`src/rtl/gpio_in_capture_if.sv`:
```
`default_nettype none
// +----------------------------------------------------------------------+
// | gpio_in_capture_if : pin, edge-enable, clear and status signals.     |
// | Rev 1.0                                                              |
// +----------------------------------------------------------------------+
interface gpio_in_capture_if #(
  parameter int WIDTH = 8
) ();
  logic [WIDTH-1:0] pin_in;
  logic [WIDTH-1:0] rise_en;
  logic [WIDTH-1:0] fall_en;
  logic             clr_valid;
  logic [WIDTH-1:0] clr_mask;
  logic [WIDTH-1:0] value_out;
  logic [WIDTH-1:0] pending;
  logic             irq;
  logic             done;

  modport master (
    output pin_in, rise_en, fall_en, clr_valid, clr_mask,
    input  value_out, pending, irq, done
  );

  modport slave (
    input  pin_in, rise_en, fall_en, clr_valid, clr_mask,
    output value_out, pending, irq, done
  );
endinterface
`default_nettype wire

```
`src/rtl/gpio_in_capture.sv`:
```
`default_nettype none
// +----------------------------------------------------------------------+
// | gpio_in_capture : synchronise, debounce and latch edges on GPIO pins.|
// | Rev 1.0                                                              |
// +----------------------------------------------------------------------+
module gpio_in_capture #(
  parameter int WIDTH  = 8,
  parameter int DIV    = 50000,
  parameter int STABLE = 4
) (
  input  logic               clk,
  input  logic               rst,
  gpio_in_capture_if.slave   bus
);
  localparam int PW = $clog2(DIV);
  localparam int SW = $clog2(STABLE);

  logic [WIDTH-1:0] sync1_q, sync2_q;
  logic [PW-1:0]    cnt_q, cnt_d;
  logic             tick_w;
  logic [WIDTH-1:0] value_q, value_d;
  logic [WIDTH-1:0] pending_q, pending_d;
  logic             irq_q, done_q;
  logic [WIDTH-1:0] flip_w, set_w, clr_w;

  assign tick_w = (cnt_q == PW'(DIV - 1));

  always_comb begin
    cnt_d = cnt_q + PW'(1);
    if (tick_w) cnt_d = '0;
  end

  for (genvar i = 0; i < WIDTH; i++) begin : g_bit
    logic [SW-1:0] stab_q, stab_d;
    logic          disagree_w;

    assign disagree_w = sync2_q[i] ^ value_q[i];
    assign flip_w[i]  = tick_w & disagree_w & (stab_q == SW'(STABLE - 1));

    // Any agreeing tick, or the accepting tick itself, restarts the run.
    always_comb begin
      stab_d = stab_q;
      if (tick_w) begin
        if (!disagree_w || flip_w[i]) stab_d = '0;
        else                          stab_d = stab_q + SW'(1);
      end
    end

    always_ff @(posedge clk) begin
      if (rst) stab_q <= '0;
      else     stab_q <= stab_d;
    end
  end

  // A set on the same bit as a clear takes priority.
  always_comb begin
    clr_w     = bus.clr_valid ? bus.clr_mask : '0;
    set_w     = flip_w & ((~value_q & bus.rise_en) | (value_q & bus.fall_en));
    pending_d = (pending_q & ~clr_w) | set_w;
    value_d   = value_q ^ flip_w;
  end

  always_ff @(posedge clk) begin
    if (rst) begin
      sync1_q   <= '0;
      sync2_q   <= '0;
      cnt_q     <= '0;
      value_q   <= '0;
      pending_q <= '0;
      irq_q     <= 1'b0;
      done_q    <= 1'b0;
    end else begin
      sync1_q   <= bus.pin_in;
      sync2_q   <= sync1_q;
      cnt_q     <= cnt_d;
      value_q   <= value_d;
      pending_q <= pending_d;
      irq_q     <= |pending_d;
      done_q    <= |flip_w;
    end
  end

  assign bus.value_out = value_q;
  assign bus.pending   = pending_q;
  assign bus.irq       = irq_q;
  assign bus.done      = done_q;
endmodule
`default_nettype wire

```
`src/flat_wrapper.sv`:
```
// flat-port wrapper written by rule: the top's interface ports become plain ports
module gpio_in_capture_flat 
#(
  parameter int WIDTH  = 8,
  parameter int DIV    = 50000,
  parameter int STABLE = 4
)
  (clk, rst, bus_pin_in, bus_rise_en, bus_fall_en, bus_clr_valid, bus_clr_mask, bus_value_out, bus_pending, bus_irq, bus_done);
  gpio_in_capture_if #(.WIDTH(WIDTH)) bus_i ();
  input  logic clk;
  input  logic rst;
  input wire logic [$bits(bus_i.pin_in)-1:0] bus_pin_in;
  input wire logic [$bits(bus_i.rise_en)-1:0] bus_rise_en;
  input wire logic [$bits(bus_i.fall_en)-1:0] bus_fall_en;
  input wire logic [$bits(bus_i.clr_valid)-1:0] bus_clr_valid;
  input wire logic [$bits(bus_i.clr_mask)-1:0] bus_clr_mask;
  output wire logic [$bits(bus_i.value_out)-1:0] bus_value_out;
  output wire logic [$bits(bus_i.pending)-1:0] bus_pending;
  output wire logic [$bits(bus_i.irq)-1:0] bus_irq;
  output wire logic [$bits(bus_i.done)-1:0] bus_done;
  assign bus_i.pin_in = bus_pin_in;
  assign bus_i.rise_en = bus_rise_en;
  assign bus_i.fall_en = bus_fall_en;
  assign bus_i.clr_valid = bus_clr_valid;
  assign bus_i.clr_mask = bus_clr_mask;
  assign bus_value_out = bus_i.value_out;
  assign bus_pending = bus_i.pending;
  assign bus_irq = bus_i.irq;
  assign bus_done = bus_i.done;
  gpio_in_capture #(.WIDTH(WIDTH), .DIV(DIV), .STABLE(STABLE)) u_core (.clk(clk), .rst(rst), .bus(bus_i));
endmodule
```
`config.mk`:
```
export PLATFORM = sky130hd
export DESIGN_NAME = gpio_in_capture_flat
export DESIGN_NICKNAME = d
export VERILOG_FILES = /design/src/rtl/gpio_in_capture_if.sv /design/src/rtl/gpio_in_capture.sv /design/src/flat_wrapper.sv
export SDC_FILE = /design/constraint.sdc
export NUM_CORES = 1
export LEC_CHECK = 0
export ABC_AREA = 1
export CORE_AREA = 3 3 85 87
export DETAILED_ROUTE_END_ITERATION = 6
export DIE_AREA = 0 0 88 90
export PLACE_DENSITY = 0.76
export SETUP_SLACK_MARGIN = 0.4
export SLEW_MARGIN = 20
export SYNTH_ARGS = -nofsm -noshare
export SYNTH_HDL_FRONTEND = slang
export SYNTH_SLANG_ARGS = --single-unit
```
`constraint.sdc`:
```
create_clock -name clk -period 1.8 [get_ports clk]
set_clock_uncertainty 0.15 [all_clocks]
set_input_delay 0.36 -clock clk [delete_from_list [all_inputs] [get_ports clk]]
set_output_delay 0.36 -clock clk [all_outputs]
set_load 0.1 [all_outputs]
```
==> qor.csv <==
metric;value;unit
place.detailed.hpwl;5336;um
synthCells;409;
worst_path_largest_cell_delay;0.34;ns
ff_latch_area;0.001379;mm2
tritoncts;done;
worst-path-max-fanout;7;
netSwitchingPower;664.5;uW
start_util;47.61;%
layout.filler_cells;451;
worstHoldPathCells;2;
crit-reg2reg-launch;u_core.cnt_q[0];
number_of_synthesis_warnings;0;
power.clock.fraction;41.5;%
leakage;0.002140;uW
share_of_synthesized_area_spent_on_multiplexers;0;%
cts_made_buffers;9;
cts.clk_slew.worst_paths;0.07;ns
vdd.ir_drop.worst;0.0004518;V
grt_first_pass_wirelength;12900;um
maxSlewHeadroom;75.71;%
yosys_most_used_dff;dfxtp_1;
place.gp.congestion;0.7794;
drc_errors;0;
timing.setup.critical_path_class;reg2reg;
grt_setup_unrepaired;true;
yosys.area_share.adder;3.682;%
io_pins;53;
outcome;finished clean;
power.share.sequential;51.0;%
switching_share;22.86;%
cpMaxStageDelayCell;dfxtp_2;
critical_path.n_buffers_inverters;2;
syn-cell-area;0.003058;mm2
h-tree-depth;3;
post_route_cells_drive_above_1_share;38.66;%
syn_nets;453;
clock_tree.root_cell;clkbuf_8;
cp_data_arrival_time;1.83;ns
die_area;0.007920;mm2
clock_latency;0.35;ns
final_util;71.75;%
final_cell_mix;94 x nand2_1, 54 x inv_1, 36 x dfxtp_1;
via_count_of_the_first_global_routing_pass;2888;
global_route.usage.total;20.46;%
routed-via-count;2921;
fin_nets;533;
clk_path_buf_depth;2;
detailed_place.area;0.004038;mm2
die_height;90;um
pwr-share-comb;7.5;%
power_per_cell_area;630.9;mW/mm2
final.period_utilization;94.60;%
crit_family;simple AND/OR/NAND/NOR gates;
die-width;88;um
area_growth_syn_to_layout;50.70;%
synth.avg_cell_area;7.477;um2
row_count;29;
grt_ovf;0;
post_synth_and_or_nand_nor_area_fraction;30.56;%
drtPass1Iterations;6;
critPathRequiredTime;1.93;ns
wl_per_cell;14.02;um
number_of_antenna_violations_at_the_first_check_in_global_routing;0;
p_int;2243;uW
drt-initial-drc-count;168;
worst_r2r_endpoint;u_core.cnt_q[4];
crit_chain;ha_4, nand3_4, nor2_4, and2_4, nor2_4, clkinv_4, buf_12, a21oi_2;
hp-class;reg2reg;
synth_seq_area_share;43.21;%
setup-violations-final;0;
hold_violations;0;
cts.hold.buffers_added;0;
r2r_cells;8;
max_cap_check_violation_count;0;
achievable-frequency;0.5873;GHz
ys_types;32;
route.final.wire_length;8003;um
r2r_slack;0.1;ns
setup.worst_path.end_class;flop;
numClockSinks;66;
share_of_synthesized_flip_flops_with_an_asynchronous_set_or_reset;0;%
tightest_pin_transition;0.3615;ns
post-route-cell-area;0.004608;mm2
post_synth_xor_area_fraction;0.5728;%
final-max-slew-violation-count;0;
hold_start;u_core.sync1_q[7];
largest_net_degree_at_the_start_of_global_routing;18;
synth_compound_area_share;12.19;%
seq_cells_post_synth;66;
detail_route.vias_per_cell;5.116;
layout.cells.most_common;nand2_1;
finalPower;2907;uW
portBuffers;52;
synth-edff-count;0;
critPathMostFrequentCell;nor2_4;
multi_input_comb_area;0.001790;mm2
worstHoldEndpoint;u_core.sync2_q[7];
num_antenna_cells;0;
final.min_clock_period;1.703;ns
largest_family_of_logic_cells_by_synthesized_area;simple AND/OR/NAND/NOR gates;
design.core.area;0.006422;mm2
startpoint_type;flop;
antenna_violating_nets_post_route;0;
power groups by stage:
stage	Combinational, uW	Clock, uW	Sequential [uW]
final	218	1210	1480
after global routing	240	1290	1490
after CTS	197	1220	1480
after detailed placement	188	0	1520
after global placement	184	0	1520
after floorplan	89.9	0	1510
worst reg2reg max path, stage by stage (launching register included):
cell,delay (ns)
dfxtp_2,0.34
ha_4,0.17
nand3_4,0.07
nor2_4,0.06
and2_4,0.22
nor2_4,0.24
clkinv_4,0.12
buf_12,0.16
a21oi_2,0.11
cell families (layout without fill, tap and decap cells):
group / Yosys count / count (layout)
buf+inv: 66 / 149
fa+ha+maj: 9 / 9
xor+xnor: 2 / 2
compound gates: 56 / 56
simple gates: 210 / 212
flops: 66 / 66
final cells by class:
| type | count | share of cell area (%) |
|---|---|---|
| clock buffers | 15 | 4.046 |
| clock inverters | 1 | 0.1629 |
| inverters | 58 | 5.132 |
| multi-input cells | 279 | 38.85 |
| flip-flops and latches | 66 | 29.92 |
| well taps | 77 | 2.091 |
| repair buffers | 75 | 19.79 |
sequential cells by signal, indices dropped and copies added, names as in the netlist:
register and cells:
u_core.sync2_q 8, u_core.bus.value_out 8, u_core.sync1_q 8, u_core.g_bit.stab_q 16
u_core.bus.irq 1, u_core.cnt_q 16, u_core.bus.done 1, u_core.bus.pending 8
per-layer routing:
layer | vias to the layer above | track usage, % | share of wire, %
met5 | - | 0 | 0
met4 | 0 | 6.010 | 1.1
met3 | 10 | 7.313 | 5.4
met2 | 72 | 33.86 | 53
met1 | 1377 | 24.59 | 41
li1 | 1462 | - | -
synthesized netlist by cell type (3+ instances only):
cell type	n	area share (%)
a21oi_1	26	4.3
clkbuf_1	3	0.37
dfxtp_1	66	43
ha_1	9	3.7
inv_1	55	6.8
nand2_1	119	15
nand2_2	9	1.8
nand3_1	14	2.3
nand4_1	10	2.0
nor2_1	42	5.2
nor2_4	3	1.1
o21ai_0	11	1.8
o21ai_2	8	2.3
o31ai_2	8	3.3
worst max-delay path by stage:
| stage | startpoint | endpoint | slack [ns] | depth (start not counted) |
|---|---|---|---|---|
| after global placement | bus_clr_valid | u_core.bus.irq | 0.05 | 8 |
| after floorplan | u_core.cnt_q[1] | u_core.cnt_q[15] | 0.22 | 8 |
| final | u_core.cnt_q[0] | u_core.cnt_q[4] | 0.1 | 8 |
| after CTS | u_core.cnt_q[1] | u_core.cnt_q[14] | 0.13 | 9 |
| after global routing | u_core.cnt_q[0] | u_core.cnt_q[14] | 0.02 | 8 |
| after detailed placement | bus_clr_valid | u_core.bus.irq | -0.07 | 8 |
metrics by stage:
stage	setup TNS (ns)	cells	hold slack [ns]	setup slack, ns
2_1_floorplan	0	409	0.2383	0.2177
3_5_place_dp	-0.06870	543	0.2481	-0.06870
4_1_cts	0	566	0.2576	0.1328
6_report	0	571	0.2554	0.09726
3_3_place_gp	0	543	0.2396	0.04686
5_1_grt	0	571	0.2789	0.01913
what timing repair did:
item,in CTS,in global routing
pin swaps,16,20
gates cloned,2,0
endpoints found under the setup margin,57,67
hold endpoints to repair,0,0
buffers inserted,5,5
gates resized for setup,39,45
Power figures use the tool's default switching activity.
==> variant 1, RTL diff (same settings) <==
`value_q` no longer has a reset.
--- a/src/rtl/gpio_in_capture.sv
+++ b/src/rtl/gpio_in_capture.sv
@@ -65,7 +65,6 @@
       sync1_q   <= '0;
       sync2_q   <= '0;
       cnt_q     <= '0;
-      value_q   <= '0;
       pending_q <= '0;
       irq_q     <= 1'b0;
       done_q    <= 1'b0;
@@ -73,11 +72,14 @@
       sync1_q   <= bus.pin_in;
       sync2_q   <= sync1_q;
       cnt_q     <= cnt_d;
-      value_q   <= value_d;
       pending_q <= pending_d;
       irq_q     <= |pending_d;
       done_q    <= |flip_w;
     end
+  end
+
+  always_ff @(posedge clk) begin
+    value_q <= value_d;
   end
 
   assign bus.value_out = value_q;
Function: no difference found for any inputs over 10 cycles, from zero or initial values and one cycle with rst high; that may be too few to reach the edited logic, so the function may still have changed.
==> variant 1 against the unedited design <==
Critical endpoint is now u_core.cnt_q[12]$_SDFF_PP0_. Routed wire length down 5.2%. Largest power group unchanged. Final area up 2.1%. Total power up 7.3%. Combinational power up 5%. Sequential cell count unchanged. Count of clock-buffer cells in the layout down 1. Sequential power about the same. Critical path type unchanged. Worst setup slack better by 0.017 ns. Cell count up 1.1%. Clock power up 17%. Synthesized cell count down 2.0%. Synthesized area down 3.2%.
==> variant 1: results (changes against the unedited design) <==
metric,value,unit,change
NonClk Buf Share,23.4,%,was 19.8%
Buffers excl. clock,90,,was 75
first-pass GRT wire length,12.8,mm,was 12.9 mm
Mapped Nets,445,,was 453
Static Leakage,2.15,nW,was 2.14 nW
# nets final,539,,was 533
Reg area,0.00138,mm^2,about the same
DRT met1 WL,3.13,mm,was 3.28 mm
synth unique cells,36,,was 32
Vias/cell,4.91,,was 5.12
Syn Inst Count,401,,was 409
grt met1 use,24.5,%,was 24.6%
Power Combinational,0.228,mW,was 0.218 mW
inverters,62,,was 58
worst skew pair latency,0.33,ns,was 0.35 ns
Post-Place Setup Slack,-0.000941,ns,was -0.0687 ns
maximum vdd ir drop,0.384,mV,was 0.452 mV
clock-cell share of area,4.74,%,was 4.21%
area after detailed placement,0.00395,mm^2,was 0.00404 mm^2
sequential cell area share,29.3,%,was 29.9%
"top cells by count, synth","nand2_1 (112), dfxtp_1 (66), inv_1 (58)",,"was nand2_1 (119), dfxtp_1 (66), inv_1 (55)"
outcome,completed,,unchanged
DP HPWL,5.09,mm,was 5.34 mm
global routing usage on met3,5.94,%,was 7.31%
compound-gate portion of the synthesized area,6.60,%,was 12.2%
largest net degree at the start of global routing,15,,was 18
Fillers,461,,was 451
Final Wtd Congestion,0.828,,was 0.779
metal2 WL,3.80,mm,was 4.21 mm
Initial DRT Pass Iterations,4,,was 6
Iter 0 DRT Violations,121,,was 168
==> variant 1: cell count changes after synthesis, moves of 3 or more <==
| cell | unedited run | this run |
|---|---|---|
| nand4_1 | 10 | 13 |
| inv_1 | 55 | 58 |
| nand3_1 | 14 | 20 |
| o21ai_0 | 11 | 7 |
| o31ai_2 | 8 | 0 |
| o21ai_2 | 8 | 0 |
| nor2_1 | 42 | 45 |
| xor2_1 | 2 | 9 |
| nand2_2 | 9 | 2 |
| o22ai_1 | 0 | 8 |
| nand2_1 | 119 | 112 |
| a21oi_1 | 26 | 14 |
==> variant 1: repair_timing <==
item / CTS / global route
setup buffers: 17 / 9
gates cloned: 2 / 0
pin swaps: 35 / 26
endpoints found under the hold margin: 0 / 0
hold buffers: 0 / 0
gates resized for setup: 33 / 44
setup endpoints to repair: 58 / 65
==> variant 1: worst max-delay path: cells and delay by family (launching register included) <==
| family | cells | cell delay (ns) |
|---|---|---|
| AO/OA/AOI/OAI | 1 | 0.10 |
| adder cells (fa/ha/maj) | 1 | 0.15 |
| buffers and inverters | 1 | 0.05 |
| flip-flops | 1 | 0.35 |
| AND/OR/NAND/NOR | 7 | 0.81 |
==> variant 1: path summary, 6_finish.rpt <==
path | start | end | slack, ns | cells after the start
worst min-delay path | u_core.sync1_q[4]$_SDFF_PP0_ | u_core.sync2_q[4]$_SDFF_PP0_ | 0.25 | 2
worst min register to register | u_core.sync1_q[4]$_SDFF_PP0_ | u_core.sync2_q[4]$_SDFF_PP0_ | 0.25 | 2
worst max register to register | u_core.cnt_q[1]$_SDFF_PP0_ | u_core.cnt_q[12]$_SDFF_PP0_ | 0.11 | 10
worst max-delay path | u_core.cnt_q[1]$_SDFF_PP0_ | u_core.cnt_q[12]$_SDFF_PP0_ | 0.11 | 10
==> variant 2, RTL diff (same settings) <==
Made on the original files. `DIV` is set to 50000 in 2 places; all go to 12500.
--- a/src/rtl/gpio_in_capture.sv
+++ b/src/rtl/gpio_in_capture.sv
@@ -5,7 +5,7 @@
 // +----------------------------------------------------------------------+
 module gpio_in_capture #(
   parameter int WIDTH  = 8,
-  parameter int DIV    = 50000,
+  parameter int DIV    = 12500,
   parameter int STABLE = 4
 ) (
   input  logic               clk,
--- a/src/flat_wrapper.sv
+++ b/src/flat_wrapper.sv
@@ -2,7 +2,7 @@
 module gpio_in_capture_flat 
 #(
   parameter int WIDTH  = 8,
-  parameter int DIV    = 50000,
+  parameter int DIV    = 12500,
   parameter int STABLE = 4
 )
   (clk, rst, bus_pin_in, bus_rise_en, bus_fall_en, bus_clr_valid, bus_clr_mask, bus_value_out, bus_pending, bus_irq, bus_done);
Check against the original RTL: no difference found for any inputs over 10 cycles, from zero or initial values and one cycle with rst high; that may be too few to reach the edited logic, so the function may still have changed.
==> variant 2 against the unedited design <==
Sequential cell count fell by 2. Total power increased by 5.8%. Worst setup slack got worse by 0.081 ns. Synthesized area decreased by 6.4%. Routed wire length grew 7.6%. Combinational power up 6%. Synthesized cell count fell by 2.2%. Final area shrank 0.30%. Largest power group unchanged.
==> variant 2: results (changes against the unedited design) <==
metric,value,unit,change
critical path startpoint,u_core.cnt_q[1]$_SDFF_PP0_,,was u_core.cnt_q[0]$_SDFF_PP0_
global routing usage on met3,6.12,%,was 7.31%
Setup Buffers After CTS,18,,was 5
CP max FO,8,,was 7
routing usage on met2,39.4,%,was 33.9%
Final Wtd Congestion,0.830,,was 0.779
layout cell share with drive strength beyond 1,32.1,%,was 38.7%
area after detailed placement,0.00381,mm^2,was 0.00404 mm^2
worst rel slew slack,67.0,%,was 75.7%
grt met1 use,22.9,%,was 24.6%
Syn Area/Cell,7.16,um^2,was 7.48 um^2
outcome,completed,,unchanged
topmost layer with routed signal wires,met4,,unchanged
reg-to-reg critical path endpoint,u_core.bus.value_out[3]$_SDFF_PP0_,,was u_core.cnt_q[4]$_SDFF_PP0_
# nets final,534,,was 533
Worst Path Arrival,1.86,ns,was 1.83 ns
asr flop ratio synth,0,%,unchanged
crit path time final,1.78,ns,was 1.70 ns
"top cells by count, synth","nand2_1 (120), dfxtp_1 (64), inv_1 (54)",,"was nand2_1 (119), dfxtp_1 (66), inv_1 (55)"
sequential share of the synthesized area,44.8,%,was 43.2%
largest net degree at the start of global routing,26,,was 18
DRT met1 WL,3.23,mm,was 3.28 mm
metal2 WL,4.79,mm,was 4.21 mm
WL met3,371,um,was 429 um
final wirelength,8.61,mm,was 8.00 mm
Hold Slack,0.255,ns,about the same
Iter 0 DRT Violations,148,,was 168
Mapped Nets,444,,was 453
"CTS clk-pin slew, worst paths",0.07,ns,about the same
post-cts sizing count,64,,was 39
Total GRT Usage,21.6,%,was 20.5%
via count,2934,,was 2921
DP HPWL,5.28,mm,was 5.34 mm
Hold Crit Start,u_core.sync1_q[6]$_SDFF_PP0_,,was u_core.sync1_q[7]$_SDFF_PP0_
"top cells by area, synth","dfxtp_1 (45%), nand2_1 (16%), inv_1 (7.1%)",,"was dfxtp_1 (43%), nand2_1 (15%), inv_1 (6.8%)"
slowest CP cell,dfxtp_4,,was dfxtp_2
Top Registers,"u_core.g_bit.stab_q (16), u_core.cnt_q (14)",,"was u_core.cnt_q (16), u_core.g_bit.stab_q (16)"
Static Leakage,1.98,nW,was 2.14 nW
depth of the most critical reg-to-reg path,10,,was 8
first-pass GRT wire length,13.5,mm,was 12.9 mm
Post-Place Setup Slack,-0.0461,ns,was -0.0687 ns
Initial DRT Pass Iterations,4,,was 6
synth unique cells,29,,was 32
reg-to-reg setup timing slack,0.02,ns,was 0.1 ns
WL/cell,15.1,um,was 14.0 um
Critical Path Max Stage Delay,0.37,ns,was 0.34 ns
worst hold path endpoint,u_core.sync2_q[6]$_SDFF_PP0_,,was u_core.sync2_q[7]$_SDFF_PP0_
maximum vdd ir drop,0.572,mV,was 0.452 mV
[variant 2: cells by family (layout without fill, tap and decap cells)]
| family | after synthesis | in the layout | synth area share [%] |
|---|---|---|---|
| and+or+nand+nor | 203 | 204 | 30.9 |
| DFF | 64 | 64 | 44.8 |
| AOI/OAI and AO/OA | 57 | 57 | 10.8 |
| adders and majority gates | 9 | 9 | 3.93 |
| xor gates and xnor gates | 2 | 2 | 0.612 |
| buffers and inverters | 65 | 159 | 9.09 |
[variant 2: final cells by class]
class / instances / area (um^2)
clock inverter: 3 / 63.8
tap: 77 / 96.3
multi-input combinational: 272 / 1690
inverter: 58 / 245
clock buffer: 13 / 159
timing repair inverter: 1 / 11.3
fill: 455 / 1830
sequential: 64 / 1330
timing repair buffer: 84 / 1000
[variant 2: power by group]
part	switching [mW]	total [mW]	internal [mW]
sequential	0.0144	1.44	1.43
combinational	0.105	0.232	0.127
clock	0.551	1.40	0.853
total	0.670	3.08	2.41
